[src/rtl/pixel_write_buffer_pkg.sv]
// pixel_write_buffer_pkg: shared framebuffer geometry, FSM states and pixel request type.
package pixel_write_buffer_pkg;
   localparam int SCREEN_W = 320;
   localparam int SCREEN_H = 240;
   localparam int FB_PIXELS = SCREEN_W * SCREEN_H;
   localparam int ADDR_W = 17;
   localparam int X_W = 9;
   localparam int Y_W = 8;
   localparam int COLOUR_W = 3;
   typedef enum logic [1:0] {RUN, DRAIN, CLEAR} state_t;
   typedef struct packed {
      logic [X_W-1:0] x;
      logic [Y_W-1:0] y;
      logic [COLOUR_W-1:0] colour;
   } pixel_t;
endpackage

[src/rtl/pixel_write_buffer_fifo.sv]
// sync_fifo: synchronous FIFO with registered read data (one-cycle pop latency).
module sync_fifo #(
   parameter int WIDTH = 8,
   parameter int DEPTH = 16
) (
   input  logic                     clk,
   input  logic                     reset,
   input  logic                     push,
   input  logic [WIDTH-1:0]         push_data,
   input  logic                     pop,
   output logic [WIDTH-1:0]         pop_data,
   output logic                     full,
   output logic                     empty,
   output logic [$clog2(DEPTH):0]   level
);
   localparam int AW = $clog2(DEPTH);
   logic [WIDTH-1:0] mem [DEPTH];
   logic [AW:0] wr_ptr, rd_ptr;
   assign level = wr_ptr - rd_ptr;
   assign empty = wr_ptr == rd_ptr;
   assign full = level == (AW+1)'(DEPTH);
   always_ff @(posedge clk)
      if (push && !full) mem[wr_ptr[AW-1:0]] <= push_data;
   always_ff @(posedge clk or posedge reset)
      if (reset) begin
         wr_ptr <= '0;
         rd_ptr <= '0;
         pop_data <= '0;
      end else begin
         if (push && !full) wr_ptr <= wr_ptr + 1'b1;
         if (pop && !empty) begin
            rd_ptr <= rd_ptr + 1'b1;
            pop_data <= mem[rd_ptr[AW-1:0]];
         end
      end
endmodule

[src/rtl/pixel_write_buffer.sv]
// pixel_write_buffer: buffers plot requests, issues linear framebuffer writes and runs clear sweeps.
// Define PIXEL_CLIP_EN to drop out-of-range pixels and count them in drop_cnt.
module pixel_write_buffer #(
   parameter int FIFO_DEPTH = 16,
   parameter int SCREEN_W = pixel_write_buffer_pkg::SCREEN_W,
   parameter int SCREEN_H = pixel_write_buffer_pkg::SCREEN_H,
   parameter int COLOUR_W = pixel_write_buffer_pkg::COLOUR_W
) (
   input  logic                          clk,
   input  logic                          reset,
   input  logic                          in_valid,
   output logic                          in_ready,
   input  logic [8:0]                    in_x,
   input  logic [7:0]                    in_y,
   input  logic [COLOUR_W-1:0]           in_colour,
   input  logic                          clear_req,
   input  logic [COLOUR_W-1:0]           clear_colour,
   output logic                          busy,
   output logic                          mem_we,
   output logic [16:0]                   mem_addr,
   output logic [COLOUR_W-1:0]           mem_data,
   output logic [$clog2(FIFO_DEPTH):0]   fifo_level,
   output logic [15:0]                   drop_cnt
);
   import pixel_write_buffer_pkg::state_t, pixel_write_buffer_pkg::RUN;
   import pixel_write_buffer_pkg::DRAIN, pixel_write_buffer_pkg::CLEAR;
   import pixel_write_buffer_pkg::ADDR_W, pixel_write_buffer_pkg::X_W, pixel_write_buffer_pkg::Y_W;
   localparam int PIXELS = SCREEN_W * SCREEN_H;
   typedef struct packed {
      logic [X_W-1:0] x;
      logic [Y_W-1:0] y;
      logic [COLOUR_W-1:0] colour;
   } req_t;
   state_t state, state_nx;
   req_t head;
   logic ready_en, fifo_full, fifo_empty, pop, a_v, in_range, drained;
   logic [COLOUR_W-1:0] clr_colour;
   logic [ADDR_W-1:0] cnt, addr_a;
   assign in_ready = ready_en && !fifo_full && state == RUN && !clear_req;
   assign pop = !fifo_empty && state != CLEAR;
   assign drained = fifo_empty && !a_v && !mem_we;
   assign busy = fifo_level != '0 || a_v || mem_we || state != RUN;
   assign addr_a = ADDR_W'(head.y) * ADDR_W'(SCREEN_W) + ADDR_W'(head.x);
   // The FIFO output register doubles as stage A; stage B is the memory port register.
   sync_fifo #(.WIDTH($bits(req_t)), .DEPTH(FIFO_DEPTH)) u_fifo (
      .clk,
      .reset,
      .push(in_valid && in_ready),
      .push_data({in_x, in_y, in_colour}),
      .pop,
      .pop_data(head),
      .full(fifo_full),
      .empty(fifo_empty),
      .level(fifo_level)
   );
   always_comb begin
      state_nx = state == RUN ? (clear_req ? DRAIN : RUN) :
                 state == DRAIN ? (drained ? CLEAR : DRAIN) :
                 (cnt == ADDR_W'(PIXELS - 1) ? RUN : CLEAR);
   end
   always_ff @(posedge clk or posedge reset)
      if (reset) begin
         state <= RUN;
         ready_en <= 1'b0;
         a_v <= 1'b0;
         cnt <= '0;
         clr_colour <= '0;
         mem_we <= 1'b0;
         mem_addr <= '0;
         mem_data <= '0;
      end else begin
         state <= state_nx;
         ready_en <= 1'b1;
         a_v <= pop;
         cnt <= state == CLEAR ? cnt + 1'b1 : '0;
         if (state == RUN && clear_req) clr_colour <= clear_colour;
         mem_we <= state == CLEAR || (a_v && in_range);
         mem_addr <= state == CLEAR ? cnt : addr_a;
         mem_data <= state == CLEAR ? clr_colour : head.colour;
      end
`ifdef PIXEL_CLIP_EN
   assign in_range = 32'(head.x) < SCREEN_W && 32'(head.y) < SCREEN_H;
   always_ff @(posedge clk or posedge reset)
      if (reset) drop_cnt <= '0;
      else if (a_v && !in_range && drop_cnt != 16'hFFFF) drop_cnt <= drop_cnt + 1'b1;
`else
   assign in_range = 1'b1;
   assign drop_cnt = '0;
`endif
endmodule

[config.mk]
export PLATFORM = sky130hd
export DESIGN_NAME = pixel_write_buffer
export DESIGN_NICKNAME = d
export VERILOG_FILES = /design/src/rtl/pixel_write_buffer_pkg.sv /design/src/rtl/pixel_write_buffer_fifo.sv /design/src/rtl/pixel_write_buffer.sv
export SDC_FILE = /design/constraint.sdc
export NUM_CORES = 1
export LEC_CHECK = 0
export BUFFER_PORTS_ARGS = -buffer_cell sky130_fd_sc_hd__buf_2
export CAP_MARGIN = 20
export CORE_MARGIN = 2
export CORE_UTILIZATION = 55
export CTS_CLUSTER_SIZE = 25
export DETAILED_ROUTE_END_ITERATION = 10
export GPL_TIMING_DRIVEN = 0
export PLACE_DENSITY = 0.78
export SYNTH_ARGS = -nofsm -noshare
export SYNTH_HDL_FRONTEND = slang
export SYNTH_SLANG_ARGS = --single-unit
[constraint.sdc]
create_clock -name clk -period 4.74 [get_ports clk]
set_input_delay 0.948 -clock clk [delete_from_list [all_inputs] [get_ports clk]]
set_output_delay 0.948 -clock clk [all_outputs]
set_load 0.01 [all_outputs]
After elaboration in Yosys (flattened, before gate mapping) --
Memory sizes are Yosys's and may differ from the RTL's. A register that Yosys moved wholly into a read port is not among the register bits. Index checks and enable logic that the tools add are counted. W data, S select, Z words.
Word-level totals: bits in registers 55, bits in writable memories 320, bits of input ports 27, output and inout port bits 44, word-level logic and storage cells 55, memories kept 1
Memories:
- u_fifo.mem | words 16, bits a word 20, read ports 1, clocked after Yosys merged registers in 1, wr ports 1, RTL line pixel_write_buffer_fifo.sv:17 | logic [WIDTH-1:0] mem [DEPTH];
Operators by class: add/sub/neg operators 5, $mul 1, eq/ne operators 6, mux-type cells 10, reduce and logical (&&, ||, !) cells 22
Operator list (count):
- $mux W17 | 2
- $add A17 B1 Y17 const B | 1
- $add A17 B9 Y17 | 1
- $eq A17 B17 Y1 const B | 1
- $mul A8 B3 Y11 const B | 1
- $add A5 B1 Y5 const B | 2
- $logic_and A1 B1 Y1 | 10
- $mux W2 | 4
- $eq A5 B5 Y1 | 1
- $eq A5 B5 Y1 const B | 1
- $logic_not A1 Y1 | 5
- $reduce_bool A5 Y1 | 1
- $sub A5 B5 Y5 | 1
- $logic_or A1 B1 Y1 | 4
- $mux W1 | 3
- $mux W3 | 1
- $eq A2 B1 Y1 const B | 1
- $eq A2 B2 Y1 const B | 1
- $logic_not A2 Y1 | 1
- $ne A2 B2 Y1 const B | 1
- $reduce_bool A2 Y1 | 1

Logic depth before layout (Yosys ltp) --
word-level depth 10, gate-level depth with buffers 11, depth with buffers taken out 10

Hierarchy --
From an unflattened synthesis, not the netlist that was laid out.
Second synthesis, totals: cells, all modules 860, area total of the unflattened synthesis 16060.4 um2
By module, submodules not included:
- sync_fifo | instances 1, cells an instance 616, area each 13513.0 um2, sequential area each 10359.9 um2
- pixel_write_buffer | instances 1, cells an instance 244, area each 2547.4 um2, sequential area each 1126.1 um2

Worst setup path before layout --
Ideal clock, no wire load.
path type flip-flop to flip-flop, start point register u_fifo.rd_ptr[1], end point memory u_fifo.mem[3][0] in the netlist's numbering, enable pin, library setup time 0.422 ns, data arrival time 4.022 ns, required time 4.318 ns, path slack 0.296 ns, cell stages (with the launch flop) 11, buffers on the path 2, period minus slack after synthesis 4.444 ns, path through dfrtp_1 -> clkbuf_1 -> clkbuf_1 -> inv_1 -> fa_1 -> a21o_1 -> a21oi_1 -> xnor2_1 -> a211oi_2 -> or3_1 -> nor3_1
On the way: longest elaborated chain between the ends 10
Ends and longest elaborated chain:
- start, declared | RTL line pixel_write_buffer_fifo.sv:18 | logic [AW:0] wr_ptr, rd_ptr;
- start signal, assigned | RTL line pixel_write_buffer_fifo.sv:32 | rd_ptr <= rd_ptr + 1'b1;
- $sub A5 B5 Y5 (*) | RTL line pixel_write_buffer_fifo.sv:19 | assign level = wr_ptr - rd_ptr;
- $eq A5 B5 Y1 (*) | RTL line pixel_write_buffer_fifo.sv:21 | assign full = level == (AW+1)'(DEPTH);
- $logic_not A1 Y1 (*) | RTL line pixel_write_buffer_fifo.sv:23, pixel_write_buffer.sv:39
- $logic_and A1 B1 Y1 (3 in a row) | RTL line pixel_write_buffer.sv:39 | assign in_ready = ready_en && !fifo_full && state == RUN && !clear_req;
- $logic_and A1 B1 Y1 | RTL line pixel_write_buffer.sv:48 | .push(in_valid && in_ready),
- $logic_and A1 B1 Y1 (*) | RTL line pixel_write_buffer_fifo.sv:23 | if (push && !full) mem[wr_ptr[AW-1:0]] <= push_data;
- $mux W1 (*) | RTL line pixel_write_buffer_fifo.sv:23
- $mux W1 (not written as such) (*) | RTL line pixel_write_buffer_fifo.sv:23
- end, declared | RTL line pixel_write_buffer_fifo.sv:17
Mark *: on every way between the ends. The rest lies on a longest branch, timed or not.

Final worst setup path --
start point register u_fifo.rd_ptr[2], end point memory u_fifo.mem[2][10] in the netlist's numbering, enable pin
Same word-level chain as after synthesis.

==> results.md <==
* 429 uV — VDD IR-drop max
* 30400 sq um — floorplan die area
* 0 — final count of hold timing violations
* 0 — final setup vio count
* 4700 ps — data arrival time of the critical path
* 54 — Port Buf Inserts
* 5 — detailed-routing iteration count for the pre-antenna-repair pass
* 0.558 — initial core utilization
* 0.602 — area share of the leading cell type in the synthesized netlist
* 4970 ps — worst endpoint required time
* 0.266 — fraction of power consumed by the clock network
* 1371 — number of cells in the finished layout apart from fillers
* flip-flop — sort of element at the start of the critical path
* 2 — CTS H-tree lvls
* 17200 sq um — placement-stage cell area
* flip-flop to flip-flop — Worst Path Class, Setup
* 25.7 um — wire length per cell
* 1872 — filler cell count
* 0.350 — Logic pwr share
* 16000 sq um — Synth Cell Area
* 22000 um — dpl hpwl
* 174 um — overall die width
* buffers and inverters — category of cells accounting for the largest share of critical-path delay
* built — clock tree from TritonCTS
* 5 — buffers and inverters on the worst path
* 2 — number of antenna violations at the first check in global routing
* 395 — total clock sinks
* edfxtp_1 — cell type with the largest total area after synthesis
* 19.1 sq um — Mean Syn Cell Area
* 40 — clock buffer count from CTS
* 0.298 — slew margin rel.
* 7.51 mW — internal power summed over all cells
* edfxtp_1 (60%), mux4_2 (14%), dfrtp_1 (12%), ha_1 (2.0%), mux2_2 (1.6%) — leading cell types by total area after synthesis
* 1050 ps — actual transition at the worst max-transition pin
* 0.292 — share of cells above drive strength 1
* no — setup repair after global routing missed its margin
* 53000 um — global-route wire length before repair
* 28600 sq um — total core area
* 10.9 mW — Power Total
* 839 — number of DRC markers after the initial detailed-route iteration
* 174 um — vertical extent of the die
* 540 ps — source-to-sink clock delay at the later pin of the worst-skew pair
* input pin to asynchronous set/reset pin — class of the most critical hold timing path
* 71 — pin count of the biggest net entering global routing
* 18400 sq um — total non-filler cell area in the finished layout
* 8548 — vias in the first global route
* 0.719 — sequential-to-total area share from yosys stat
* 0 — pins over their slew limit
* clkbuf_16 — Clk Tree Root Cell
* 593 nW/um^2 — total power density per cell area
* completed — outcome
* 0 — max-capacitance violation count
* 42 — unique cell type count in the Yosys netlist
* 13 — Max Fanout on Critical Path
* 0.313 — switching part of the total
* 8284 — overall via count from detail_route
* 0 — antenna viol nets, final
* and3_1 — Max stage delay cell, worst path
* clkbuf_1 -> clkbuf_2 -> inv_1 -> ha_1 -> a21o_1 -> a21oi_1 -> xnor2_1 -> a211oi_2 -> nor3b_1 -> buf_2 -> and3_1 -> buf_16 — cells traversed along the worst timing path
* 0.943 — final cycle utilization of the critical path
* 6.52 nW — leakage
* 15.5% — Syn-to-layout area delta
* 3.42 mW — sw power
* 4470 ps — post-route minimum period
* 0.809 — Final Wtd Congestion
* 0.239 — total global routing track utilization
* flip-flop — sort of element at the end of the critical path
* 0 — number of warning messages in the yosys log
* 71 — number of top-level pins
* 0 — buffer count from post-CTS setup fixing
* 0 — Post-CTS Hold Buffers
* 395 — Seq cells post-synth
* 6.04 — detailed-route vias per instance
* 580 ps — Worst path max stage delay
* 60 ps — post-CTS clock slew at the launch and capture registers of the worst setup and hold paths
* 0.384 — part of the power in registers
* 224 MHz — Fmax
* 62 — number of placement rows
* 835 — synthesized instance count
* 0.644 — final core occ
* 1304 — Placed Instances
* 35200 um — final wirelength
* 3 — largest buffer count on any clock path
* 1018 — final layout net count
* 18.3 ps — Fin Clk Skew
* 0 — global route overflow
* 0 — drt drc
power by group through the flow:
stage               Sequential [mW]  Clock (mW)  Combinational, mW
floorplan                      4.27           0               2.70
global placement               4.26           0               3.66
detailed placement             4.27           0               3.77
CTS                            4.20        2.93               3.83
global route                   4.22        3.08               4.19
finish                         4.19        2.91               3.83
cells by family after synthesis:
family,count (synthesis),share of synthesized area
xor gates and xnor gates,35,0.0192
and+or+nand+nor,151,0.0454
buffers and inverters,63,0.0209
muxes,122,0.157
other,2,0.000470
DFF,395,0.719
AOI/OAI and AO/OA,39,0.0147
adders and majority gates,28,0.0234
cells in the mapped netlist:
library cell  instances
edfxtp_1            320
mux4_2              100
dfrtp_1              75
nand2_1              51
nor2_1               35
ha_1                 25
buf_4                23
mux2_2               22
xor2_1               20
xnor2_1              15
o21ai_0              14
and3_1               13
inv_1                13
clkbuf_1             12
buf_1                11
a21oi_1              10
nand3_1               9
nor2b_1               8
nand4_1               7
or3_1                 6
and2_1                5
nand2b_1              4
nor3_1                4
a211oi_1              3
a21o_1                3
a31oi_1               3
buf_2                 3
fa_1                  3
nor4_1                3
conb_1                2
o21a_1                2
a211oi_2              1
a41oi_1               1
and3b_1               1
and4_1                1
buf_6                 1
nand3b_1              1
nor3b_1               1
nor4b_1               1
o21bai_1              1
o31ai_1               1
or4_1                 1
layer usage:
layer  up-vias  share of wire  global-route usage
met4         2          0.033              0.0858
met2       425           0.50               0.400
li1       3520              -                   -
met1      4249           0.38               0.309
met3        88          0.087              0.0591
met5         -        0.00031                   0
state kept, by name, indices dropped and copies added, names as in the netlist:
signal and count:
u_fifo.mem 320, a_v 1, u_fifo.pop_data 20, u_fifo.rd_ptr 5
mem_data 3, mem_we 1, cnt 17, u_fifo.wr_ptr 5
clr_colour 3, state 2, ready_en 1, mem_addr 17
placed cells by master, fill, tap and decap left out, types with 3 or more instances in the layout:
| cell | n |
|---|---|
| edfxtp_1 | 320 |
| mux4_2 | 100 |
| dfrtp_1 | 75 |
| buf_2 | 57 |
| nand2_1 | 51 |
| clkbuf_16 | 42 |
| nor2_1 | 34 |
| ha_1 | 25 |
| buf_4 | 23 |
| mux2_2 | 22 |
| xor2_1 | 20 |
| clkbuf_1 | 18 |
| conb_1 | 17 |
| xnor2_1 | 15 |
| o21ai_0 | 14 |
| buf_16 | 14 |
| inv_1 | 12 |
| buf_1 | 11 |
| a21oi_1 | 10 |
| nand3_1 | 9 |
| and3_2 | 8 |
| nand4_1 | 7 |
| nor2b_1 | 6 |
| or3_1 | 6 |
| and2_1 | 5 |
| and3_1 | 5 |
| clkinv_1 | 5 |
| nand2b_1 | 4 |
| clkinv_2 | 4 |
| a21o_1 | 3 |
| nor3_1 | 3 |
| buf_6 | 3 |
| a211oi_1 | 3 |
| a31oi_1 | 3 |
| nor4_1 | 3 |
| fa_1 | 3 |
worst paths after layout:
| check | startpoint | to | slack (ps) | cells past startpoint |
|---|---|---|---|---|
| max | u_fifo.rd_ptr[2] | u_fifo.mem[2][10] | 270 | 12 |
| max in group asynchronous | reset | u_fifo.pop_data[3] | 3900 | 3 |
| min | reset | u_fifo.wr_ptr[0] | 300 | 2 |
| min reg2reg | clr_colour[2] | mem_data[2] | 460 | 2 |
| min in group clk | clr_colour[2] | mem_data[2] | 460 | 2 |
| max reg2reg | u_fifo.rd_ptr[2] | u_fifo.mem[2][10] | 270 | 12 |
timing repair:
action	CTS	global route
endpoints found under the setup margin	230	147
endpoints found under the hold margin	0	0
cloned	0	0
gates resized for setup	4	7
per-stage QoR:
stage               setup WS [ps]  setup TNS [ps]  hold WS (ps)
finish                        269               0           299
global placement            -2310         -184450           447
global route                 92.3               0           290
floorplan                     296               0           435
detailed placement           -188          -16910           454
CTS                          48.4               0           291
final cells by class:
type	count	area (sq um)	area share
tap	384	480	0.0261
buffer	49	284	0.0154
multi-input combinational	392	4240	0.230
clock inverter	13	95.1	0.00516
timing repair buffer	72	708	0.0384
clock buffer	52	1100	0.0596
inverter	13	51.3	0.00278
sequential	395	11500	0.623
antenna	1	2.50	0.000136
No activity file was read; power rests on OpenSTA's default activity.
